--- src/rtl/sp1_pkg.sv ---
// Shared widths, opcode encodings and store-handshake state type for the
// SP1 core's memory controller.
package sp1_pkg;

  localparam int INSTR_W = 11;
  localparam int DATA_W  = 8;
  localparam int ADDR_W  = 8;

  typedef enum logic [2:0] {
    HLT = 3'd0,
    ADD = 3'd1,
    SUB = 3'd2,
    JC  = 3'd4,
    JZ  = 3'd5,
    JMP = 3'd6,
    LD  = 3'd7
  } opcode_e;

  // Opcode sits in the top bits; an all-zero word therefore decodes as HLT.
  localparam logic [INSTR_W-1:0] INSTR_HLT = {HLT, {(INSTR_W-3){1'b0}}};

  typedef enum logic [1:0] {
    ST_IDLE,
    ST_ACK,
    ST_WAIT_LOW
  } st_state_e;

endpackage

--- src/rtl/sp1_ram.sv ---
// Simple dual-port RAM: one synchronous write port, one registered read port.
// Only the read register is reset; the array itself keeps its contents.
module sp1_ram #(
  parameter int                WIDTH   = 8,
  parameter int                DEPTH   = 16,
  parameter logic [WIDTH-1:0]  RST_VAL = '0,
  localparam int               AW      = $clog2(DEPTH)
) (
  input  logic             clk,
  input  logic             rst_i,
  input  logic             we_i,
  input  logic [AW-1:0]    waddr_i,
  input  logic [WIDTH-1:0] wdata_i,
  input  logic             re_i,
  input  logic [AW-1:0]    raddr_i,
  output logic [WIDTH-1:0] rdata_o
);

  logic [WIDTH-1:0] mem_q [DEPTH];
  logic [WIDTH-1:0] rdata_q;

  always_ff @(posedge clk) begin
    if (we_i) begin
      mem_q[waddr_i] <= wdata_i;
    end
  end

  // Non-blocking read of the array gives read-before-write on an address clash.
  always_ff @(posedge clk) begin
    if (rst_i) begin
      rdata_q <= RST_VAL;
    end else if (re_i) begin
      rdata_q <= mem_q[raddr_i];
    end
  end

  assign rdata_o = rdata_q;

endmodule

--- src/rtl/sp1_memctl.sv ---
// SP1 memory controller: instruction fetch RAM with loader port, plus a
// level-handshaked store path writing into a debug-readable log buffer.
module sp1_memctl
  import sp1_pkg::*;
#(
  parameter int  LOG_DEPTH  = 16,
  parameter int  IMEM_DEPTH = 256,
  localparam int LOG_AW     = $clog2(LOG_DEPTH),
  localparam int IMEM_AW    = $clog2(IMEM_DEPTH)
) (
  input  logic               clk,
  input  logic               rst,
  input  logic [ADDR_W-1:0]  pc,
  output logic [INSTR_W-1:0] instr,
  output logic               instr_valid,
  input  logic               st_req,
  input  logic [DATA_W-1:0]  st_data,
  output logic               st_ack,
  input  logic               prog_we,
  input  logic [ADDR_W-1:0]  prog_addr,
  input  logic [INSTR_W-1:0] prog_data,
  input  logic [LOG_AW-1:0]  rd_addr,
  output logic [DATA_W-1:0]  rd_data,
  output logic [LOG_AW:0]    log_count,
  output logic               overflow
);

  localparam logic [LOG_AW:0] FULL_COUNT = (LOG_AW + 1)'(LOG_DEPTH);

  st_state_e         state_q, state_d;
  logic [LOG_AW-1:0] wr_ptr_q, wr_ptr_d;
  logic [LOG_AW:0]   count_q, count_d;
  logic              overflow_q, overflow_d;
  logic              instr_valid_q;
  logic              log_we;

  // Fetch path: a loader write freezes the fetch register for that cycle.
  sp1_ram #(
    .WIDTH   (INSTR_W),
    .DEPTH   (IMEM_DEPTH),
    .RST_VAL (INSTR_HLT)
  ) u_imem (
    .clk     (clk),
    .rst_i   (rst),
    .we_i    (prog_we),
    .waddr_i (prog_addr[IMEM_AW-1:0]),
    .wdata_i (prog_data),
    .re_i    (~prog_we),
    .raddr_i (pc[IMEM_AW-1:0]),
    .rdata_o (instr)
  );

  always_ff @(posedge clk) begin
    if (rst) begin
      instr_valid_q <= 1'b0;
    end else begin
      instr_valid_q <= ~prog_we;
    end
  end

  assign instr_valid = instr_valid_q;

  sp1_ram #(
    .WIDTH   (DATA_W),
    .DEPTH   (LOG_DEPTH),
    .RST_VAL ('0)
  ) u_log (
    .clk     (clk),
    .rst_i   (rst),
    .we_i    (log_we & ~rst),
    .waddr_i (wr_ptr_q),
    .wdata_i (st_data),
    .re_i    (1'b1),
    .raddr_i (rd_addr),
    .rdata_o (rd_data)
  );

  // Reset lands in WAIT_LOW so a request held across reset must drop first.
  always_ff @(posedge clk) begin
    if (rst) begin
      state_q    <= ST_WAIT_LOW;
      wr_ptr_q   <= '0;
      count_q    <= '0;
      overflow_q <= 1'b0;
    end else begin
      state_q    <= state_d;
      wr_ptr_q   <= wr_ptr_d;
      count_q    <= count_d;
      overflow_q <= overflow_d;
    end
  end

  always_comb begin
    state_d    = state_q;
    wr_ptr_d   = wr_ptr_q;
    count_d    = count_q;
    overflow_d = overflow_q;
    log_we     = 1'b0;
    st_ack     = 1'b0;
    unique case (state_q)
      ST_IDLE: begin
        if (st_req) begin
          state_d = ST_ACK;
          if (count_q != FULL_COUNT) begin
            log_we   = 1'b1;
            wr_ptr_d = wr_ptr_q + LOG_AW'(1);
            count_d  = count_q + (LOG_AW + 1)'(1);
          end else begin
            overflow_d = 1'b1;
          end
        end
      end
      ST_ACK: begin
        st_ack  = 1'b1;
        state_d = ST_WAIT_LOW;
      end
      ST_WAIT_LOW: begin
        if (!st_req) begin
          state_d = ST_IDLE;
        end
      end
      default: state_d = ST_WAIT_LOW;
    endcase
  end

  assign log_count = count_q;
  assign overflow  = overflow_q;

endmodule

--- config.mk ---
export PLATFORM = sky130hd
export DESIGN_NAME = sp1_memctl
export DESIGN_NICKNAME = d
export VERILOG_FILES = /design/src/rtl/sp1_pkg.sv /design/src/rtl/sp1_ram.sv /design/src/rtl/sp1_memctl.sv
export SDC_FILE = /design/constraint.sdc
export NUM_CORES = 2
export LEC_CHECK = 0
export CORE_UTILIZATION = 57
export CTS_CLUSTER_SIZE = 25
export DETAILED_ROUTE_END_ITERATION = 10
export HOLD_SLACK_MARGIN = 0.12
export PLACE_DENSITY = 0.77
export REMOVE_ABC_BUFFERS = 1
export SKIP_LAST_GASP = 1
export SLEW_MARGIN = 0
export SYNTH_ARGS = -nofsm -noshare
export SYNTH_HDL_FRONTEND = slang
export SYNTH_SLANG_ARGS = --single-unit
--- constraint.sdc ---
create_clock -name clk -period 2.17 [get_ports clk]
set_input_delay 0.3255 -clock clk [delete_from_list [all_inputs] [get_ports clk]]
set_output_delay 0.3255 -clock clk [all_outputs]
set_load 0.01 [all_outputs]
# Word-level counts from Yosys, hierarchy flattened
# Memories as Yosys holds them, arrays and structs flattened. A register that Yosys moved wholly into a read port is not among the register bits.
# Index checks and enable logic that the tools add are counted.
[totals]
register_bits = 13
latch_bits = 0
mem_bits_rw = 2944
rom_bits = 0
in_bits = 43
out_inout_bits = 27
mem_count = 2
[classes]
addsub = 2
mul = 0
div = 0
n_lt_le_gt_ge = 0
eq_ne = 5
shifts = 0
n_mux = 11
bitwise_logic = 4
n_reduce_logical = 5
[mem_list]
columns = ["name", "words", "width", "read_ports", "rd_ports_with_merged_regs", "write_ports", "line", "source"]
rows = [
  ["u_imem.mem_q", 256, 11, 1, 1, 1, "sp1_ram.sv:19", "logic [WIDTH-1:0] mem_q [DEPTH];"],
  ["u_log.mem_q", 16, 8, 1, 1, 1, "sp1_ram.sv:19", ""],
]
[ops]
columns = ["op", "count"]
rows = [
  ["two-way mux 1 bit", 8],
  ["AND reduction 3 bit", 2],
  ["adder 5 x 1 -> 5 bit (second input constant)", 1],
  ["!= test 5 bit (second input constant)", 1],
  ["adder 4 x 1 -> 4 bit (second input constant)", 1],
  ["two-way mux 2 bit", 2],
  ["!= test 2 bit (second input constant)", 2],
  ["case mux 2 bit (2 select lines)", 1],
  ["inverter 1 bit", 3],
  ["== test 2 x 1 -> 1 bit (second input constant)", 1],
  ["== test 2 bit (second input constant)", 1],
  ["zero test 2 bit", 1],
  ["AND reduction 2 bit", 1],
  ["bitwise AND 1 bit", 1],
  ["zero test 1 bit", 1],
]

# Logic depth before layout (Yosys ltp)
[depth]
word_depth = 7
mapped_depth = 13

# By module
# Synthesis repeated with hierarchy kept, for this count alone.
[unflattened]
cells_unflattened = 5623
hier_area_um2 = 115680.9
[by_module_without_submodules]
columns = ["module", "n_inst", "cells_per_inst", "area_each_um2", "seq_area_each_um2"]
rows = [
  ["sp1_ram at u_imem", 1, 5242, 109746.5, 84781.3],
  ["sp1_ram at u_log", 1, 316, 5343.9, 4003.8],
  ["sp1_memctl", 1, 65, 590.6, 260.2],
]

# Least setup slack after synthesis
# No wires, ideal clock.
[synth_path]
path_kind = "input to register"
startpoint = "input pc[0]"
endpoint = "register u_imem.rdata_q[8], in the netlist u_imem.rdata_o[8], read port of u_imem.mem_q"
setup_time_ns = 0.130
arrival_time_ns = 2.201
t_required_ns = 2.040
slack_ns = -0.160
stages = 10
n_path_buf = 4
path_cell_list = "buf_6 buf_12 buf_12 buf_6 mux4_2 a22o_1 a2111oi_0 nor3_1 nand4_1 o311ai_1"
[synth_lines]
columns = ["item", "line", "source"]
rows = [
  ["start: declaration", "sp1_memctl.sv:13", "input logic [ADDR_W-1:0] pc,"],
  ["end: declaration", "sp1_ram.sv:20", "logic [WIDTH-1:0] rdata_q;"],
]

==> impl_metrics.toml <==
[timing]
hold_violations = 0
skew_ps = 82.12
clock.fmax_mhz = 407.2
slew_headroom = 0.3415
finalCriticalPeriod_ps = 2456
worst_slack_ps = -285.9
rsz0062_at_grt = "yes"
slew_violations = 0
fin_hold_ws_ps = 400.4
setup_tns_ps = -1009
finalSetupViolCount = 11
fin_crit_sh = 1.132
tightest_slew_ps = 981.1

[setup_path]
cp-endpoint = "u_imem.rdata_o[7]$_SDFFE_PP0N_"
reg2reg_from = "u_imem.mem_q[49][7]$_DFFE_PP_"
slowest_stage = "mux4_1"
ff2ff_setup_slack_ps = -290
cpPeakStageDelay_ps = 530
path_max_fanout = 1
reg2reg_depth = 8
worstPathArrival_ps = 3280
path_cells = "mux4_1 -> a22o_1 -> a2111oi_4 -> buf_4 -> nor3_1 -> nand4_1 -> a2111oi_2 -> a221o_1"
startpoint_type = "flop"
required_ps = 3000
worst-setup-path-type = "reg2reg"
r2r-end = "u_imem.rdata_o[7]$_SDFFE_PP0N_"
end_kind = "flop"
crit_start = "u_imem.mem_q[49][7]$_DFFE_PP_"

[final_layout]
final_cell_mix = "2944 x edfxtp_1, 929 x buf_4, 511 x mux4_2"
final_cells = 9592
drive_gt1_frac = 0.3153
final_common_cell = "edfxtp_1"
final_nets = 6736
syn2layout_area_growth_pct = 19.26

[die]
core_sq_um = 202100
die_area_sq_um = 205200
num_rows = 165
die_h_microns = 453.0
die_w_microns = 453.0
initial_utilization = 0.5737
ios = 70

[clock_network]
cts_buffers = 305
cts_tree = "yes"
path_clk_slew_ps = 60
htree_levels = 5
clk_latency_ps = 970
cts_sinks = 2976
clockRootBuffer = "clkbuf_16"
cts_buffer_depth = 4

[global_route]
grt-ovfl-total = 0
antenna_found_initial = 8
grt_pass1_wl_microns = 456800
grt_use_total = 0.3141
grt_pass1_vias = 64635
grt_start_max_net_pins = 89

[synthesis]
synth_async_sr_flop_share = 0
syn_inst = 5528
syn_avg_cell_area_sq_um = 20.97
ys_seq_area_frac = 0.7680
yosys_register_bits = 2976
synth_cell_types = 80
synth_area_sq_um = 115900
synth_top_flop_cell = "edfxtp_1"
synth_edf_count = 2944
ys_warn_count = 0

[route]
drtPass1Iterations = 6
antenna_left = 0
routed_wl_microns = 324100
drcViolationCount = 0
drt_iter0_markers = 10533
vias = 64916
viasPerCell = 6.768
post_drt_wl_per_cell_microns = 33.79

[power_and_ir_drop]
power-per-cell-area_nw_per_um2 = 878.3
power.internal_mw = 95.56
p_comb_frac = 0.059
cellLeakagePower_nw = 46.26
switching_share = 0.2132
clkPwrFrac = 0.419
vdd_drop_max_uv = 790.3
seqPwrFrac = 0.522
power_mw = 121.4
p_sw_mw = 25.89

[placement]
gp_congestion = 0.9482
dp_cells = 9028
io_buffers = 69
hpwl_microns = 201400

[run_status]
outcome = "complete, but fails checks"
violations = "negative setup slack"

[worst_hold_path]
hold_start = "prog_data[4]"
holdCritPathClass = "in2reg"

[job]
max-cap-violations = 0
[state kept, by name (all words and copies together) (netlist names)]
register        flops
overflow            1
u_log.rdata_o       8
wr_ptr_q            4
u_imem.mem_q     2816
u_imem.rdata_o     11
u_log.mem_q       128
state_q             2
log_count           5
instr_valid         1
[critical path: cells and delay by family, from the launching register on]
family / cells / cell delay [ps]
AO/OA/AOI/OAI: 4 / 1000
multiplexers: 1 / 530
flip-flops: 1 / 380
AND/OR/NAND/NOR: 2 / 200
buffers and inverters: 1 / 190
[power groups by stage]
| stage | logic [mW] | registers [mW] | clock network, mW |
|---|---|---|---|
| after global placement | 6.57 | 64.6 | 0 |
| after global routing | 7.36 | 63.4 | 53.0 |
| final | 7.20 | 63.4 | 50.8 |
| after floorplan | 2.16 | 64.6 | 0 |
| after detailed placement | 6.73 | 64.6 | 0 |
| after CTS | 6.95 | 63.4 | 51.0 |
[synth_stat cells, drive strengths merged (22+ instances only)]
cell | n | share of area
clkbuf | 110 | 0.0051
mux4 | 566 | 0.11
a221oi | 22 | 0.0018
nor2 | 333 | 0.011
a21oi | 55 | 0.0024
nor2b | 25 | 0.0013
o22ai | 114 | 0.0062
a211oi | 33 | 0.0021
a22oi | 98 | 0.0063
a2111oi | 44 | 0.0037
nor3 | 35 | 0.0016
o21ai | 52 | 0.0022
nand2 | 136 | 0.0044
mux2i | 403 | 0.035
nand3 | 64 | 0.0028
o221ai | 52 | 0.0040
dfxtp | 32 | 0.0055
buf | 214 | 0.017
edfxtp | 2944 | 0.76
[worst min path at each step]
stage / slack, ps / to / cells past startpoint
after global routing: 390 / u_imem.mem_q[222][4]$_DFFE_PP_ / 2
after global placement: 440 / state_q[1]$_SDFFE_PP1P_ / 1
after CTS: 360 / u_log.rdata_o[4]$_SDFF_PP0_ / 5
after floorplan: 400 / u_log.rdata_o[0]$_SDFF_PP0_ / 1
final: 400 / u_imem.mem_q[222][4]$_DFFE_PP_ / 2
after detailed placement: 460 / state_q[1]$_SDFFE_PP1P_ / 1
[per-stage QoR]
stage | area [sq um] | setup WS (ps) | util
CTS | 137800 | -250.0 | 0.6816
floorplan | 113300 | -1793 | -
global route | 138300 | -297.7 | 0.6840
finish | 138300 | -285.9 | 0.6842
detailed placement | 127600 | -1595 | 0.6314
global placement | 127600 | -1650 | 0.6314
[area by class of cell]
type                            instances  area, sq um
Clock buffer                          378         8148
Clock inverter                        150         1353
Multi-Input combinational cell       2217        25110
Sequential cell                      2976        89090
Antenna cell                           12        30.03
Fill cell                           11616        63840
Timing Repair Buffer                 1178        11170
Tap cell                             2672         3343
Inverter                                9        38.79
[cells by family after synthesis]
logic type / Yosys count / synth area share
multiplexers: 978 / 0.1476
adder cells (fa/ha/maj): 6 / 0.0006474
buffers and inverters: 335 / 0.02310
XOR/XNOR: 7 / 0.0005288
AO/OA/AOI/OAI: 555 / 0.03468
AND/OR/NAND/NOR: 671 / 0.02541
flip-flops: 2976 / 0.7680
[per-layer routing]
| metal | vias to the layer above | wire length, microns | track usage |
|---|---|---|---|
| met2 | 5282 | 153000 | 0.4859 |
| met3 | 956 | 41050 | 0.08183 |
| met4 | 2 | 18360 | 0.1628 |
| li1 | 25455 | - | - |
| met1 | 33221 | 111700 | 0.4140 |
| met5 | - | 19 | 0 |
[what timing repair did]
item	in CTS	in global routing
setup buffers	6	12
endpoints found under the setup margin	40	70
endpoints found under the hold margin	630	0
resized for setup	146	77
pin swaps	29	53
hold buffers	12	0
Note: power is estimated with default switching activity, not from simulation.
